## src/rtl/tdm_slot_sequencer_if.sv

```systemverilog
// Control and select bundle between a slot sequencer and its host.
// The host drives the run controls and observes the select lines and strobes.
interface tdm_slot_sequencer_if #(
    parameter int DWELL_W = 4
);
    logic               start;
    logic               stop;
    logic               continuous;
    logic [3:0]         chan_en;
    logic [DWELL_W-1:0] dwell;
    logic               s1;
    logic               s0;
    logic               slot_valid;
    logic               slot_first;
    logic               frame_sync;
    logic               frame_done;
    logic               busy;

    modport master (
        output start, stop, continuous, chan_en, dwell,
        input  s1, s0, slot_valid, slot_first, frame_sync, frame_done, busy
    );

    modport slave (
        input  start, stop, continuous, chan_en, dwell,
        output s1, s0, slot_valid, slot_first, frame_sync, frame_done, busy
    );
endinterface

```

## src/rtl/tdm_slot_sequencer.sv

```systemverilog
// Steps the 4:1 MUX / 1:4 DEMUX select through the enabled channels, holding each for dwell+1 cycles.
// Outputs are registered; they describe the cycle that follows the edge that computed them.
module tdm_slot_sequencer #(
    parameter int DWELL_W = 4
) (
    input  logic                 clk,
    input  logic                 rst,
    tdm_slot_sequencer_if.slave  bus
);
    typedef enum logic {IDLE, SLOT} state_t;

    state_t             state, state_n;
    logic [1:0]         chan, chan_n;
    logic [DWELL_W-1:0] cnt, cnt_n;
    logic [DWELL_W-1:0] dwell_q, dwell_n;
    logic [3:0]         mask_q, mask_n;
    logic               stop_q, stop_n;

    logic               s1_n, s0_n, valid_n, first_n, sync_n, done_n, busy_n;
    logic [2:0]         cur_next;
    logic [2:0]         new_next;

    function automatic logic [1:0] low_ch(input logic [3:0] m);
        logic [1:0] r;
        r = 2'd0;
        for (int k = 3; k >= 0; k--) begin
            if (m[k]) r = 2'(k);
        end
        return r;
    endfunction

    // {found, channel} of the next enabled channel above ch
    function automatic logic [2:0] next_above(input logic [3:0] m, input logic [1:0] ch);
        logic [2:0] r;
        r = 3'b000;
        for (int k = 3; k >= 0; k--) begin
            if (k > int'(ch) && m[k]) r = {1'b1, 2'(k)};
        end
        return r;
    endfunction

    always_comb begin
        state_n  = state;
        chan_n   = chan;
        cnt_n    = cnt;
        mask_n   = mask_q;
        dwell_n  = dwell_q;
        stop_n   = stop_q;
        cur_next = next_above(mask_q, chan);

        unique case (state)
            IDLE: begin
                stop_n = 1'b0;
                if (bus.start && bus.chan_en != 4'b0000) begin
                    mask_n  = bus.chan_en;
                    dwell_n = bus.dwell;
                    chan_n  = low_ch(bus.chan_en);
                    cnt_n   = '0;
                    state_n = SLOT;
                end
            end
            SLOT: begin
                if (bus.stop) stop_n = 1'b1;
                if (cnt == dwell_q) begin
                    cnt_n = '0;
                    if (cur_next[2]) begin
                        chan_n = cur_next[1:0];
                    end else if (bus.continuous && !(stop_q || bus.stop)
                                 && bus.chan_en != 4'b0000) begin
                        mask_n  = bus.chan_en;
                        dwell_n = bus.dwell;
                        chan_n  = low_ch(bus.chan_en);
                    end else begin
                        state_n = IDLE;
                        stop_n  = 1'b0;
                    end
                end else begin
                    cnt_n = cnt + 1'b1;
                end
            end
            default: state_n = IDLE;
        endcase

        // Outputs for the upcoming cycle, derived from the next-state registers
        new_next = next_above(mask_n, chan_n);
        s1_n     = 1'b0;
        s0_n     = 1'b0;
        valid_n  = 1'b0;
        first_n  = 1'b0;
        sync_n   = 1'b0;
        done_n   = 1'b0;
        busy_n   = 1'b0;
        if (state_n == SLOT) begin
            s1_n    = chan_n[1];
            s0_n    = chan_n[0];
            valid_n = 1'b1;
            busy_n  = 1'b1;
            first_n = (cnt_n == '0);
            sync_n  = (cnt_n == '0) && (chan_n == low_ch(mask_n));
            done_n  = (cnt_n == dwell_n) && !new_next[2];
        end
    end

    always_ff @(posedge clk) begin
        if (rst) begin
            state          <= IDLE;
            chan           <= 2'd0;
            cnt            <= '0;
            mask_q         <= 4'b0000;
            dwell_q        <= '0;
            stop_q         <= 1'b0;
            bus.s1         <= 1'b0;
            bus.s0         <= 1'b0;
            bus.slot_valid <= 1'b0;
            bus.slot_first <= 1'b0;
            bus.frame_sync <= 1'b0;
            bus.frame_done <= 1'b0;
            bus.busy       <= 1'b0;
        end else begin
            state          <= state_n;
            chan           <= chan_n;
            cnt            <= cnt_n;
            mask_q         <= mask_n;
            dwell_q        <= dwell_n;
            stop_q         <= stop_n;
            bus.s1         <= s1_n;
            bus.s0         <= s0_n;
            bus.slot_valid <= valid_n;
            bus.slot_first <= first_n;
            bus.frame_sync <= sync_n;
            bus.frame_done <= done_n;
            bus.busy       <= busy_n;
        end
    end
endmodule

```

## src/flat_wrapper.sv

```systemverilog
// flat-port wrapper written by rule: the top's interface ports become plain ports
module tdm_slot_sequencer_flat 
#(
    parameter int DWELL_W = 4
)
  (clk, rst, bus_start, bus_stop, bus_continuous, bus_chan_en, bus_dwell, bus_s1, bus_s0, bus_slot_valid, bus_slot_first, bus_frame_sync, bus_frame_done, bus_busy);
  tdm_slot_sequencer_if #(.DWELL_W(DWELL_W)) bus_i ();
  input  logic clk;
  input  logic rst;
  input wire logic [$bits(bus_i.start)-1:0] bus_start;
  input wire logic [$bits(bus_i.stop)-1:0] bus_stop;
  input wire logic [$bits(bus_i.continuous)-1:0] bus_continuous;
  input wire logic [$bits(bus_i.chan_en)-1:0] bus_chan_en;
  input wire logic [$bits(bus_i.dwell)-1:0] bus_dwell;
  output wire logic [$bits(bus_i.s1)-1:0] bus_s1;
  output wire logic [$bits(bus_i.s0)-1:0] bus_s0;
  output wire logic [$bits(bus_i.slot_valid)-1:0] bus_slot_valid;
  output wire logic [$bits(bus_i.slot_first)-1:0] bus_slot_first;
  output wire logic [$bits(bus_i.frame_sync)-1:0] bus_frame_sync;
  output wire logic [$bits(bus_i.frame_done)-1:0] bus_frame_done;
  output wire logic [$bits(bus_i.busy)-1:0] bus_busy;
  assign bus_i.start = bus_start;
  assign bus_i.stop = bus_stop;
  assign bus_i.continuous = bus_continuous;
  assign bus_i.chan_en = bus_chan_en;
  assign bus_i.dwell = bus_dwell;
  assign bus_s1 = bus_i.s1;
  assign bus_s0 = bus_i.s0;
  assign bus_slot_valid = bus_i.slot_valid;
  assign bus_slot_first = bus_i.slot_first;
  assign bus_frame_sync = bus_i.frame_sync;
  assign bus_frame_done = bus_i.frame_done;
  assign bus_busy = bus_i.busy;
  tdm_slot_sequencer #(.DWELL_W(DWELL_W)) u_core (.clk(clk), .rst(rst), .bus(bus_i));
endmodule
```

## config.mk

```make
export PLATFORM = sky130hd
export DESIGN_NAME = tdm_slot_sequencer_flat
export DESIGN_NICKNAME = d
export VERILOG_FILES = /design/src/rtl/tdm_slot_sequencer_if.sv /design/src/rtl/tdm_slot_sequencer.sv /design/src/flat_wrapper.sv
export SDC_FILE = /design/constraint.sdc
export NUM_CORES = 1
export LEC_CHECK = 0
export CELL_PAD_IN_SITES_DETAIL_PLACEMENT = 0
export CELL_PAD_IN_SITES_GLOBAL_PLACEMENT = 1
export CORE_MARGIN = 4
export CORE_UTILIZATION = 25
export CTS_BUF_LIST = sky130_fd_sc_hd__clkbuf_4 sky130_fd_sc_hd__clkbuf_8 sky130_fd_sc_hd__clkbuf_16
export CTS_CLUSTER_DIAMETER = 200
export DETAILED_ROUTE_END_ITERATION = 12
export GPL_TIMING_DRIVEN = 0
export PLACE_DENSITY = 0.65
export SYNTH_ARGS = -nofsm -noshare
export SYNTH_HDL_FRONTEND = slang
export SYNTH_SLANG_ARGS = --single-unit
```

## constraint.sdc

```tcl
create_clock -name clk -period 5.5 [get_ports clk]
set_input_delay 0.55 -clock clk [delete_from_list [all_inputs] [get_ports clk]]
set_output_delay 0.55 -clock clk [all_outputs]
set_load 0.005 [all_outputs]
```

==> run_results.csv <==
group,metric,value,unit
run_status,outcome,"finished clean",
synthesis,synth_nets,148,
clock_network,htreeDepth,1,
hold_path,min_to,"u_core.mask_q[2]$_SDFF_PP0_",
clock_network,cts_made_buffers,3,
power,ir_worst_vdd,0.0985,mV
cells_and_area,nets,172,
setup_path,reg2reg_depth,8,
clock_network,hold_buffers,0,
cells_and_area,finalNonFillerCells,209,
setup_path,setup.worst_path.start_class,"input pin",
power,p_leak,0.575,nW
timing,max_slew.worst_pin.slew,793,ps
floorplanning,die_w,75.3,um
setup_path,r2r-start,"u_core.cnt[0]$_SDFF_PP0_",
setup_path,cp.required,5660,ps
setup_path,path_cells,"clkdlybuf4s50_1, nor4_1, o221ai_1, o21ai_0, nor3_1, and3_1",
floorplanning,core,4380,um^2
timing,setup_viol,0,
detailed_routing,detail_route.vias_per_cell,4.78,
global_routing,grt_pass1_wl,5.03,mm
synthesis,yosysSeqAreaShare,37.1,%
timing,drv_slew,0,
clock_network,cts_setup_buffers,0,
global_routing,antenna_found_initial,0,
synthesis,synth_edf_count,0,
detailed_routing,wl,2.82,mm
setup_path,crit_slowest_cell,"nor4_1",
flow_run,maxCapViolations,0,
cells_and_area,layout_common_cells,"nor2_1 (21), dfxtp_1 (21), clkdlybuf4s50_1 (19)",
timing,slew_headroom,46.6,%
setup_path,r2r_end,"u_core.bus.frame_done$_SDFF_PP0_",
detailed_routing,drt_iter0_drc,80,
placement,io_buffers,19,
timing,finalCritPeriodShare,49.8,%
clock_network,insertion_delay,260,ps
cells_and_area,diodes,0,
setup_path,crit_buf_inv,1,
clock_network,cts_tree,"built",
detailed_routing,wl_per_cell,13.5,um
clock_network,root_buffer,"clkbuf_8",
setup_path,r2r_slack,2970,ps
floorplanning,initial_core_util,25.9,%
synthesis,yosys.cell_types.count,39,
synthesis,synth_warnings,0,
clock_network,clk_path_buf_depth,2,
global_routing,grt_max_degree,13,
detailed_routing,drtPass1Iterations,4,
setup_path,crit_family,"simple AND/OR/NAND/NOR gates",
synthesis,netlist_area,1130,um^2
placement,dp_hpwl,2.22,mm
cells_and_area,drive_above_1_share,7.01,%
floorplanning,fp.dieH,75.3,um
setup_path,critPathCaptureType,"flip-flop",
timing,fmax,365,MHz
floorplanning,die_area,5680,um^2
power,power_density,271,nW/um^2
timing,setup_tns,0,ps
detailed_routing,vias,999,
synthesis,async_reset_ff_share,0,%
synthesis,synth_area_per_cell,8.46,um^2
synthesis,ys_dominant_reg_cell,"dfxtp_1",
timing,rsz0062_at_grt,"false",
setup_path,crit_type,"in -> reg",
floorplanning,rows,24,
synthesis,ys_ff_latch,21,
timing,finalCriticalPeriod,2740,ps
setup_path,cp_slowest_stage_delay,730,ps
setup_path,worstPathArrival,2900,ps
cells_and_area,multiInputGateArea,679,um^2
cells_and_area,seq_area,420,um^2
cells_and_area,area_growth,26.6,%
global_routing,grt-ovfl-total,0,
timing,finClkSkew,3.41,ps
hold_path,hold_depth,2,
hold_path,holdCritPathClass,"reg -> reg",
floorplanning,ioPinCount,20,
clock_network,cts_num_sinks,21,
synthesis,synthCells,134,
detailed_routing,drc,0,
detailed_routing,antenna_left,0,
setup_path,worst-path-max-fanout,5,
placement,place.gp.congestion,0.806,
cells_and_area,fillers,476,
clock_network,cts_resized,0,
placement,dp.cells,205,
hold_path,hold_path_startpoint,"u_core.mask_q[2]$_SDFF_PP0_",
global_routing,grt_use_total,11.5,%
timing,timing_hold_violations_final,0,
power,power,0.389,mW
global_routing,grt_pass1_vias,1083,
clock_network,clk_pin_slew_worst_paths,80,ps
cells_and_area,final_util,32.7,%
-- state kept, by name, summed over array words and instances (netlist names) --
signal                 cells
u_core.bus.slot_first      1
u_core.bus.s1              1
u_core.stop_q              1
u_core.state               1
u_core.bus.frame_done      1
u_core.bus.frame_sync      1
u_core.bus.s0              1
u_core.cnt                 4
u_core.dwell_q             4
u_core.chan                2
u_core.mask_q              4
-- logic make-up (layout without fill, tap and decap cells) --
group | Yosys count | count (layout) | synth area share, %
AOI/OAI and AO/OA | 35 | 35 | 22.2
xor gates and xnor gates | 11 | 11 | 8.50
adders and majority gates | 1 | 1 | 1.10
buffers and inverters | 8 | 31 | 2.98
DFF | 21 | 21 | 37.1
muxes | 4 | 4 | 3.53
and+or+nand+nor | 54 | 54 | 24.6
-- cell usage after synthesis, drive strengths merged, types with 2 or more instances --
library cell / n / area, um^2
dfxtp: 21 / 420
nor2: 21 / 78.8
a21oi: 11 / 70.1
nand2: 9 / 33.8
xor2: 8 / 70.1
o21ai: 6 / 33.8
inv: 5 / 18.8
nand3: 5 / 25.0
mux2i: 4 / 40.0
nor2b: 4 / 25.0
nand2b: 3 / 18.8
xnor2: 3 / 26.3
a21boi: 2 / 15.0
a22o: 2 / 17.5
a22oi: 2 / 15.0
and2b: 2 / 15.0
and3: 2 / 13.8
clkbuf: 2 / 7.51
nor3: 2 / 10.0
nor3b: 2 / 15.0
nor4: 2 / 27.5
o21bai: 2 / 15.0
o221ai: 2 / 17.5
o22ai: 2 / 12.5
-- power breakdown --
group / internal [mW] / total, mW / switching, mW
registers: 0.164 / 0.173 / 0.00838
clock network: 0.0504 / 0.101 / 0.0509
logic: 0.0562 / 0.115 / 0.0588
-- how the worst max path moves through the flow --
| stage | from | endpoint | slack, ps | depth (start not counted) |
|---|---|---|---|---|
| floorplan | u_core.cnt[0]$_SDFF_PP0_ | u_core.bus.frame_done$_SDFF_PP0_ | 3410 | 8 |
| global placement | bus_chan_en[1] | u_core.bus.frame_sync$_SDFF_PP0_ | 2450 | 6 |
| detailed placement | bus_chan_en[1] | u_core.bus.frame_sync$_SDFF_PP0_ | 2460 | 6 |
| CTS | bus_chan_en[1] | u_core.bus.frame_sync$_SDFF_PP0_ | 2750 | 6 |
| global route | bus_chan_en[1] | u_core.bus.frame_sync$_SDFF_PP0_ | 2490 | 6 |
| finish | bus_chan_en[1] | u_core.bus.frame_sync$_SDFF_PP0_ | 2760 | 6 |
-- layer usage --
metal  track usage [%]  wire length [um]
met1              14.2              1230
met4              2.91                12
met5                 0                 0
met3              2.11               143
met2              20.5              1430
-- worst min-delay path: cells and delay by family, from the launching register on --
kind             cells  cell delay [ps]
AND/OR/NAND/NOR      1               50
AO/OA/AOI/OAI        1              130
flip-flops           1              340
-- layout make-up --
| type | count | share of cell area, % |
|---|---|---|
| Buffer | 3 | 1.05 |
| Clock buffer | 3 | 2.88 |
| Clock inverter | 1 | 0.349 |
| Inverter | 5 | 1.31 |
| Multi-Input combinational cell | 105 | 47.3 |
| Sequential cell | 21 | 29.3 |
| Tap cell | 52 | 4.53 |
| Timing Repair Buffer | 19 | 13.3 |
-- stage by stage --
| step | hold slack [ps] | setup WS, ps | cell area, um^2 |
|---|---|---|---|
| 2_1_floorplan | 503 | 3410 | 1130 |
| 3_3_place_gp | 548 | 2450 | 1390 |
| 3_5_place_dp | 550 | 2460 | 1390 |
| 4_1_cts | 561 | 2750 | 1440 |
| 5_1_grt | 589 | 2490 | 1440 |
| 6_report | 556 | 2760 | 1440 |
Note: power is estimated with default switching activity, not from simulation.
